File: config.mk
export PLATFORM = sky130hd
export DESIGN_NAME = pipe_skid_stage
export DESIGN_NICKNAME = d
export VERILOG_FILES = /design/src/rtl/pipe_skid_stage_pkg.sv /design/src/rtl/pipe_skid_stage.sv
export SDC_FILE = /design/constraint.sdc
export NUM_CORES = 1
export LEC_CHECK = 0
export CAP_MARGIN = 5
export CORE_ASPECT_RATIO = 2
export CORE_UTILIZATION = 25
export DETAILED_ROUTE_END_ITERATION = 8
export PLACE_DENSITY = 0.46
export SYNTH_ARGS = -nofsm -noshare
export SYNTH_HDL_FRONTEND = slang
export SYNTH_SLANG_ARGS = --single-unit
File: constraint.sdc
create_clock -name clk -period 2.5 [get_ports clk]
set_clock_uncertainty 0.2 [all_clocks]
set_input_delay 0.25 -clock clk [delete_from_list [all_inputs] [get_ports clk]]
set_output_delay 0.25 -clock clk [all_outputs]
set_load 0.01 [all_outputs]
File: src/rtl/pipe_skid_stage_pkg.sv
// Shared pipeline-stage definitions: state encoding,
// IF/ID field layout and the IF/ID bubble payload.
package pipe_skid_stage_pkg;

  typedef enum logic [1:0] {
    ST_EMPTY = 2'd0,
    ST_FULL  = 2'd1,
    ST_SKID  = 2'd2,
    ST_BAD   = 2'd3
  } state_t;

  localparam int IFID_HALT_LSB  = 0;
  localparam int IFID_RS_LSB    = 1;
  localparam int IFID_INSTR_LSB = 17;
  localparam int IFID_PCOUT_LSB = 33;
  localparam int IFID_PCINC_LSB = 49;
  localparam int IFID_W         = 65;

  localparam logic [15:0] NOP_INSTR = 16'h4000;

  localparam logic [IFID_W-1:0] IFID_BUBBLE =
    {{(IFID_W-16){1'b0}}, NOP_INSTR} << IFID_INSTR_LSB;

endpackage

File: src/rtl/pipe_skid_stage.sv
// Pipeline-stage register with valid/ready handshake,
// one-entry skid buffer, flush and registered ready.
module pipe_skid_stage
  import pipe_skid_stage_pkg::*;
#(
  parameter int                   PAYLOAD_W  = IFID_W,
  parameter logic [PAYLOAD_W-1:0] BUBBLE_VAL = IFID_BUBBLE
) (
  input  logic                 clk,
  input  logic                 rst,
  input  logic                 flush,
  input  logic                 in_valid,
  output logic                 in_ready,
  input  logic [PAYLOAD_W-1:0] in_data,
  output logic                 out_valid,
  input  logic                 out_ready,
  output logic [PAYLOAD_W-1:0] out_data,
  output logic [1:0]           occupancy
);

  state_t                 r_state;
  logic [PAYLOAD_W-1:0]   r_main;
  logic [PAYLOAD_W-1:0]   r_skid;

  logic w_in_fire;
  logic w_out_fire;
  logic w_legal;

  // Handshake outputs come from state only, never from out_ready
  assign w_legal   = (r_state != ST_BAD);
  assign in_ready  = !rst && (r_state != ST_SKID);
  assign out_valid = (r_state == ST_FULL) ||
                     (r_state == ST_SKID);
  assign out_data  = r_main;
  assign occupancy = w_legal ? r_state : 2'd0;

  assign w_in_fire  = in_valid && in_ready;
  assign w_out_fire = out_valid && out_ready;

  // State, main and skid registers: reset > flush > handshake
  always_ff @(posedge clk) begin
    if (rst || flush) begin
      r_state <= ST_EMPTY;
      r_main  <= BUBBLE_VAL;
      r_skid  <= BUBBLE_VAL;
    end else begin
      unique case (r_state)
        ST_EMPTY: begin
          if (w_in_fire) begin
            r_state <= ST_FULL;
            r_main  <= in_data;
          end
        end
        ST_FULL: begin
          if (w_in_fire && w_out_fire) begin
            r_main <= in_data;
          end else if (w_in_fire) begin
            r_state <= ST_SKID;
            r_skid  <= in_data;
          end else if (w_out_fire) begin
            r_state <= ST_EMPTY;
            r_main  <= BUBBLE_VAL;
          end
        end
        ST_SKID: begin
          if (w_out_fire) begin
            r_state <= ST_FULL;
            r_main  <= r_skid;
            r_skid  <= BUBBLE_VAL;
          end
        end
        default: begin
          r_state <= ST_EMPTY;
          r_main  <= BUBBLE_VAL;
          r_skid  <= BUBBLE_VAL;
        end
      endcase
    end
  end

endmodule

==> Word level (Yosys, flattened, before mapping) <==
Cells that the tools add are included.
{ "op_classes": {"eq_ne": 11, "muxes": 15, "bitwise_logic": 1, "reduce_logical": 11} }
{ "op_table": {"columns": ["cell", "count"], "rows": [
  ["$mux W65", 6],
  ["$pmux W65 S3", 2],
  ["$mux W2", 6],
  ["$ne A2 B2 Y1 const B", 6],
  ["$reduce_and A4 Y1", 3],
  ["$ne A3 B2 Y1 const B", 2],
  ["$pmux W2 S3", 1],
  ["$logic_and A1 B1 Y1", 4],
  ["$ne A3 B3 Y1 const B", 1],
  ["$eq A2 B1 Y1 const B", 1],
  ["$eq A2 B2 Y1 const B", 1],
  ["$logic_not A2 Y1", 1],
  ["$logic_or A1 B1 Y1", 2],
  ["$logic_not A1 Y1", 1],
  ["$not A1 Y1", 1]
]} }
{ "word_totals": {"regBits": 132, "inputBits": 70, "output_inout_bits": 69, "elab_cells": 41} }

==> Depth between registers and ports, before layout <==
Gate-level depths: netlist (run 1).
{ "depth": {"ltp_word": 7, "mapped_depth": 10} }

==> Worst setup path before layout (run 1) <==
OpenSTA, ideal clock, no wires.
{ "synth_timing": {"kind": "register to register", "startpoint": "register r_state[0]", "endpoint": "register r_main[22] (netlist: out_data[22])", "arrival_time_ns": 2.392, "required_time_ns": 2.234, "slack_ns": -0.157, "stages_incl_launch_ff": 10, "path_buffers": 3, "period_less_slack_ns": 2.657, "cell_sequence": "dfxtp_1 inv_1 ha_1 or3b_1 buf_2 buf_6 a2111oi_4 buf_6 a22oi_2 nor2_2"} }
{ "synth_via": {"elab_chain_len": 6, "elab_cells_between_ends": 16, "cone_classes": "eq/ne: 7; mux: 2; reduce/logical: 7"} }
{ "synth_lines": {"columns": ["item", "line", "text"], "rows": [
  ["from (decl)", "pipe_skid_stage.sv:21", "state_t r_state;"],
  ["from (signal assigned)", "pipe_skid_stage.sv:43", "r_state <= ST_EMPTY;"],
  ["from (signal assigned)", "pipe_skid_stage.sv:50", "r_state <= ST_FULL;"],
  ["from (signal assigned)", "pipe_skid_stage.sv:58", "r_state <= ST_SKID;"],
  ["$ne A2 B2 Y1, or another cell as far along", "pipe_skid_stage.sv:31", "assign in_ready = !rst && (r_state != ST_SKID);"],
  ["$logic_and A1 B1 Y1 or $logic_or A1 B1 Y1 (tied branches)", "pipe_skid_stage.sv:31, pipe_skid_stage.sv:32", null],
  ["$logic_and A1 B1 Y1 (on tied branches)", "pipe_skid_stage.sv:37, pipe_skid_stage.sv:38", null],
  ["$logic_and A1 B1 Y1", "pipe_skid_stage.sv:55", "if (w_in_fire && w_out_fire) begin"],
  ["$ne A3 B2 Y1 (no line) or $mux W65 (tied branches)", null, null],
  ["$reduce_and A4 Y1 (no line) or $pmux W65 S3 (tied branches)", null, null],
  ["to (signal assigned)", "pipe_skid_stage.sv:51", "r_main <= in_data;"],
  ["to (signal assigned)", "pipe_skid_stage.sv:56", "r_main <= in_data;"],
  ["to (signal assigned)", "pipe_skid_stage.sv:68", "r_main <= r_skid;"],
  ["to (decl)", "pipe_skid_stage.sv:22", "logic [PAYLOAD_W-1:0] r_main;"]
]} }
Several ways; a longest one is shown, not always the timed one.
A chain may end at the register's enable or synchronous reset.

==> Worst setup path after layout (run 1) <==
{ "layout_timing": {"startpoint": "register r_state[1]", "endpoint": "output occupancy[0]"} }
{ "layout_via": {"elab_chain_len": 2} }
{ "layout_lines": {"columns": ["item", "line", "text"], "rows": [
  ["$ne A2 B2 Y1", "pipe_skid_stage.sv:30", "assign w_legal = (r_state != ST_BAD);"],
  ["$mux W2", "pipe_skid_stage.sv:35", "assign occupancy = w_legal ? r_state : 2'd0;"],
  ["to (decl)", "pipe_skid_stage.sv:18", "output logic [1:0] occupancy"]
]} }
Every way passes these cells.

==> flow_summary.json, run 1 <==
{
  "synth_xor_area_share_pct": 0,
  "finalHoldViolCount": 0,
  "netlist.area_leader.share_pct": 39.42,
  "rsz0062_at_grt": "false",
  "cts_tree": "yes",
  "p_leak_nw": 2.884,
  "cp.arrival_ns": 1.96,
  "critPathMaxFanout": 29,
  "place_ws_ns": 0.01197,
  "drtIter0Drc": 555,
  "cts_setup_buffers": 0,
  "fin_cells": 1240,
  "dr.pass1.iters": 4,
  "path_clk_slew_ns": 0.05,
  "synth_top_family_by_area": "compound AO/OA/AOI/OAI gates",
  "power_density_nw_per_um2": 625.4,
  "grt_overflow_total": 0,
  "crit_chain": "inv_1 -> ha_4 -> buf_16 -> clkdlybuf4s50_1",
  "slew_violations": 0,
  "num_io_pins": 139,
  "reg2reg_depth": 8,
  "fp.coreArea_um2": 26280,
  "synth_largest_area_cell": "dfxtp_1",
  "synthTopCellsByArea": "dfxtp_1 (39%), nand4_1 (12%), a22oi_1 (9.9%), o21ai_0 (9.9%), a22oi_2 (7.5%)",
  "cp_data_required_time_ns": 2.05,
  "synth-seq-area-share_pct": 39.42,
  "crit_end": "occupancy[0]",
  "power_mw": 5.804,
  "syn_to_final_growth_pct": 38.45,
  "grt_use_total_pct": 19.06,
  "worst_pin_slew_ns": 0.6009,
  "slowest_delay_ns": 0.57,
  "min_period_over_period_pct": 96.34,
  "fin_ws_ns": 0.09158,
  "grt_max_degree": 59,
  "synth_fp_nets": 871,
  "synth.area.mux_share_pct": 0,
  "drc_errors": 0,
  "ys_ff_latch": 132,
  "grt_pass1_vias": 6982,
  "synth.cell_area_um2": 6704,
  "clock_path_buffers": 2,
  "start_kind": "register",
  "dpl_cell_area_um2": 8581,
  "yosysWarnings": 0,
  "die_h_um": 233.6,
  "synth_compound_area_share_pct": 33.63,
  "grt_pass1_wl_um": 40680,
  "nNetsFinal": 958,
  "wl_um": 25950,
  "worstSetupPathType": "reg -> out",
  "die-area_um2": 27510,
  "timing.fmax_ghz": 0.4152,
  "cts_inserted_buffers": 17,
  "antenna_found_initial": 1,
  "fp.dieW_um": 117.8,
  "ctsHoldBuffers": 0,
  "rows": 84,
  "place_hpwl_um": 14940,
  "start_util_pct": 25.51,
  "viasPerCell": 5.549,
  "yosys.area_share.simple_pct": 18.59,
  "fin_area_um2": 9281,
  "syn_inst": 795,
  "drv_cap": 0,
  "ant_nets": 0,
  "end_kind": "output port",
  "cts_htree_levels": 4,
  "setup_viol": 0,
  "wl_per_cell_um": 20.92,
  "ys_types": 33,
  "clock_sinks": 132,
  "whs_ns": 0.2109,
  "final.fill_count": 2738,
  "critPathSlowestCell": "clkdlybuf4s50_1",
  "reg2reg_to": "out_data[15]$_SDFFE_PP0P_",
  "final_util_pct": 35.32,
  "ir_drop_v": 0.0004695,
  "syn-mean-instance-area_um2": 8.433,
  "port_buffers": 138,
  "num_vias": 6881,
  "tns_ns": 0,
  "gp_congestion": 0.7320,
  "finalCriticalPeriod_ns": 2.408,
  "worst_skew_pair.late_latency_ns": 0.43,
  "drive_above_1_share_pct": 18.32,
  "synthAdderAreaFrac_pct": 1.120,
  "outcome": "finished clean",
  "cts-root-buf": "clkbuf_16",
  "maxSlewHeadroom_pct": 59.94,
  "reg2reg_slack_ns": 0.13,
  "hold_path_class": "in -> reg",
  "dp_cells": 1205,
  "critPathLaunch": "r_state[1]$_SDFFE_PP0P_",
  "r2r_start": "r_state[0]$_SDFFE_PP0P_"
}
cell usage in the layout, fill, tap and decap left out, types with 2 or more instances in the layout:
| cell type | instances |
|---|---|
| clkdlybuf4s50_1 | 137 |
| o21ai_0 | 131 |
| dfxtp_1 | 131 |
| nand4_1 | 128 |
| a22oi_1 | 88 |
| a21oi_1 | 65 |
| a22oi_2 | 40 |
| nor2_2 | 40 |
| nor2_1 | 29 |
| buf_4 | 19 |
| clkbuf_16 | 17 |
| buf_12 | 14 |
| clkbuf_8 | 4 |
| clkinv_2 | 4 |
| nand3_1 | 3 |
| ha_4 | 3 |
| ha_1 | 3 |
| bufinv_16 | 3 |
| inv_1 | 2 |
| o41ai_1 | 2 |
| clkinvlp_4 | 2 |
| clkbuf_1 | 2 |
| bufbuf_16 | 2 |
| buf_16 | 2 |
repair_timing:
item                                    CTS  global route
gates resized for setup                   2             2
endpoints found under the setup margin    3            18
cloned                                    2             0
cell usage after synthesis:
library cell,number
buf_6,7
nor4b_1,1
or2_2,1
nor3_1,1
nor2_2,40
a221oi_1,1
a22oi_1,88
a32oi_1,1
nand2b_1,2
a2111oi_4,1
nand2_1,1
a21oi_1,65
a22oi_2,40
or3b_1,1
and2_1,1
o21ai_0,132
ha_1,6
o21ba_2,1
inv_1,3
nor2_1,29
buf_1,2
dfxtp_1,132
nor3b_1,1
nor2b_1,2
buf_2,13
nand4_1,128
o41ai_1,2
nand3_1,3
o21a_1,1
a211o_1,1
a31o_2,1
clkbuf_1,86
a311o_1,1
worst min path at each step:
stage / slack (ns) / startpoint / end / depth (start not counted)
CTS: 0.19 / out_ready / out_data[28]$_SDFFE_PP0P_ / 5
detailed placement: 0.27 / r_skid[44]$_SDFFE_PP0P_ / r_skid[44]$_SDFFE_PP0P_ / 2
global placement: 0.26 / r_skid[55]$_SDFFE_PP0P_ / r_skid[55]$_SDFFE_PP0P_ / 2
floorplan: 0.17 / rst / r_skid[31]$_SDFFE_PP1P_ / 2
global route: 0.25 / out_ready / out_data[28]$_SDFFE_PP0P_ / 5
finish: 0.21 / out_ready / out_data[28]$_SDFFE_PP0P_ / 5
area by class of cell:
cell class	count	area (µm²)	area share, %
Multi-Input combinational cell	552	3650	39.32
Sequential cell	132	2644	28.48
Timing Repair Buffer	176	1931	20.80
Clock buffer	23	488.0	5.257
Tap cell	344	430.4	4.637
Clock inverter	9	125.1	1.348
Inverter	3	11.26	0.1213
Antenna cell	1	2.502	0.02696
registers in the layout, summed over array words and instances, names as in the netlist:
register and count:
out_data 65, r_state 2, r_skid 65
worst max-delay path, delay by kind of cell (launching register included):
family | cells | cell delay (ns)
fa+ha+maj | 1 | 0.23
flops | 1 | 0.36
buf+inv | 3 | 0.93
metal layers:
metal	vias to the layer above	track usage (%)	part of all wire (%)
met1	3383	23.10	42
met4	0	9.215	2.7
met5	-	0	0
met3	37	3.198	4.3
li1	3234	-	-
met2	227	32.44	51
power by group:
| group | switching (mW) | internal [mW] | total, mW |
|---|---|---|---|
| combinational | 0.594 | 0.410 | 1.00 |
| clock | 0.965 | 1.67 | 2.63 |
| sequential | 0.0262 | 2.14 | 2.17 |
| total | 1.59 | 4.22 | 5.80 |
kinds of logic after synthesis:
| family | Yosys count |
|---|---|
| flip-flops | 132 |
| AND/OR/NAND/NOR | 211 |
| AO/OA/AOI/OAI | 335 |
| adder cells (fa/ha/maj) | 6 |
| buffers and inverters | 111 |
Power figures use the tool's default switching activity.
==> run 2: changes to the inputs <==
--- a/config.mk
+++ b/config.mk
@@ -10,6 +10,7 @@
 export CORE_UTILIZATION = 25
 export DETAILED_ROUTE_END_ITERATION = 8
 export PLACE_DENSITY = 0.46
+export RECOVER_POWER = 100
 export SYNTH_ARGS = -nofsm -noshare
 export SYNTH_HDL_FRONTEND = slang
 export SYNTH_SLANG_ARGS = --single-unit
==> run 2 against run 1 <==
Flip-flop and latch count did not move. Global-route usage did not move. Count of clock-buffer cells in the layout did not move. Sequential share of layout area rose by 0.36 points. Non-clock buffer count did not move. Critical path depth did not move. Final cell count did not move. Register-to-register slack got worse by 0.03 ns. Worst setup slack improved by 0.0039 ns. Largest power group unchanged. Highest routed layer unchanged.
==> flow_summary.json, run 2 (synthesized netlist as in run 1, its figures left out) <==
{
  "outcome": "finished clean",
  "min_period_over_period_pct": 96.18,
  "wl_um": 26020,
  "clock_path_buffers": 2,
  "worst_pin_slew_ns": 0.6013,
  "power_density_nw_per_um2": 628.2,
  "cp_top_family": "buffers and inverters",
  "seqCellArea_um2": 2644,
  "tns_ns": 0,
  "drive_above_1_share_pct": 16.54,
  "whs_ns": 0.2160,
  "end_kind": "output port",
  "fin_area_um2": 9165,
  "worst_skew_pair.late_latency_ns": 0.43,
  "power_mw": 5.757,
  "drv_cap": 0,
  "cp.arrival_ns": 1.95,
  "fp.coreArea_um2": 26280,
  "worstSetupPathType": "reg -> out",
  "cts-root-buf": "clkbuf_16",
  "crit_end": "occupancy[0]",
  "path_clk_slew_ns": 0.06,
  "path_buf_inv": 3,
  "cts_htree_levels": 4,
  "mostFrequentLayoutCells": "o21ai_0 (131), dfxtp_1 (131), nand4_1 (128), a22oi_1 (103), clkdlybuf4s50_1 (72)",
  "clock_sinks": 132,
  "num_vias": 6899,
  "finalCriticalPeriod_ns": 2.405,
  "slowest_delay_ns": 0.57,
  "drtIter0Drc": 612,
  "reg2reg_to": "out_data[53]$_SDFFE_PP0P_",
  "final.fill_count": 2757,
  "reg2reg_slack_ns": 0.1,
  "antenna_found_initial": 1,
  "crit_chain": "inv_1 -> ha_4 -> buf_16 -> clkdlybuf4s50_1",
  "r2r_start": "r_state[0]$_SDFFE_PP0P_",
  "grt_pass1_wl_um": 40680,
  "syn_to_final_growth_pct": 36.71,
  "viasPerCell": 5.564,
  "finalHoldViolCount": 0,
  "critPathMaxFanout": 29,
  "start_util_pct": 25.51,
  "gp_congestion": 0.7320,
  "num_io_pins": 139,
  "hold_path_class": "in -> reg",
  "start_kind": "register",
  "p_leak_nw": 3.075,
  "nNetsFinal": 958,
  "die-area_um2": 27510,
  "grt_use_total_pct": 19.06,
  "place_hpwl_um": 14940,
  "slew_violations": 0,
  "critPathLaunch": "r_state[1]$_SDFFE_PP0P_",
  "drc_errors": 0,
  "port_buffers": 138,
  "dpl_cell_area_um2": 8581,
  "grt_max_degree": 59,
  "timing.fmax_ghz": 0.4159,
  "setup_viol": 0,
  "grt_pass1_vias": 6982,
  "wl_per_cell_um": 20.99,
  "critPathSlowestCell": "clkdlybuf4s50_1",
  "multiInputGateArea_um2": 3563,
  "cp_data_required_time_ns": 2.05,
  "fp.dieW_um": 117.8,
  "critical_path_depth": 4,
  "die_h_um": 233.6,
  "cts_inserted_buffers": 17,
  "rsz0062_at_grt": "false",
  "ir_drop_v": 0.0004671,
  "reg2reg_depth": 8,
  "hp-start": "out_ready",
  "cts_tree": "yes",
  "dr.pass1.iters": 4,
  "rows": 84,
  "ant_nets": 0,
  "maxSlewHeadroom_pct": 59.91,
  "grt_overflow_total": 0
}
[run 2: cell count changes in the layout (fill, tap and decap cells not counted), sizes merged]
cell / delta
buf: -1
clkbuf: +1
clkdlybuf4s50: -65
dlygate4sd3: +65
[run 2: metrics by stage]
step	cells	setup slack (ns)	utilization (%)
2_1_floorplan	795	0.005742	-
3_3_place_gp	1205	0.04693	32.66
3_5_place_dp	1205	0.01197	32.66
4_1_cts	1239	0.003165	35.30
5_1_grt	1240	0.005726	34.88
6_report	1240	0.09550	34.88
[run 2: worst min path at each step]
| stage | endpoint | slack, ns | cells after the start |
|---|---|---|---|
| floorplan | r_skid[31]$_SDFFE_PP1P_ | 0.17 | 2 |
| global placement | r_skid[55]$_SDFFE_PP0P_ | 0.26 | 2 |
| detailed placement | r_skid[44]$_SDFFE_PP0P_ | 0.27 | 2 |
| CTS | out_data[28]$_SDFFE_PP0P_ | 0.19 | 5 |
| global route | out_data[28]$_SDFFE_PP0P_ | 0.25 | 5 |
| finish | out_data[28]$_SDFFE_PP0P_ | 0.22 | 5 |
[run 2: per-layer routing]
metal | vias to the layer above | GRT usage, % | part of all wire, %
met5 | - | 0 | 0
met4 | 0 | 9.215 | 2.7
met3 | 37 | 3.198 | 4.1
met2 | 219 | 32.44 | 51
met1 | 3407 | 23.10 | 42
li1 | 3236 | - | -
[run 2: what timing repair did]
action                     in CTS  in global routing
hold buffers                    0                  0
pin swaps                       0                  0
resized for setup               2                  2
buffers inserted                0                  0
setup endpoints to repair       3                 18
gates cloned                    2                  0
[run 2: where the power goes]
| part | switching (mW) | internal [mW] |
|---|---|---|
| Combinational | 0.581 | 0.379 |
| Sequential | 0.0238 | 2.14 |
| Clock | 0.965 | 1.67 |
[run 2: final cells by class]
cell class                 instances  area share [%]
tap                              344           4.696
clock inverter                     9           1.365
inverter                           3          0.1229
sequential                       132           28.85
multi-input combinational        552           38.88
antenna                            1         0.02730
timing repair buffer             176           20.74
clock buffer                      23           5.324
[run 2: worst min-delay path: cells and delay by family]
| family | cells | cell delay, ns |
|---|---|---|
| AO/OA/AOI/OAI | 2 | 0.25 |
| buffers and inverters | 1 | 0.17 |
| AND/OR/NAND/NOR | 2 | 0.12 |
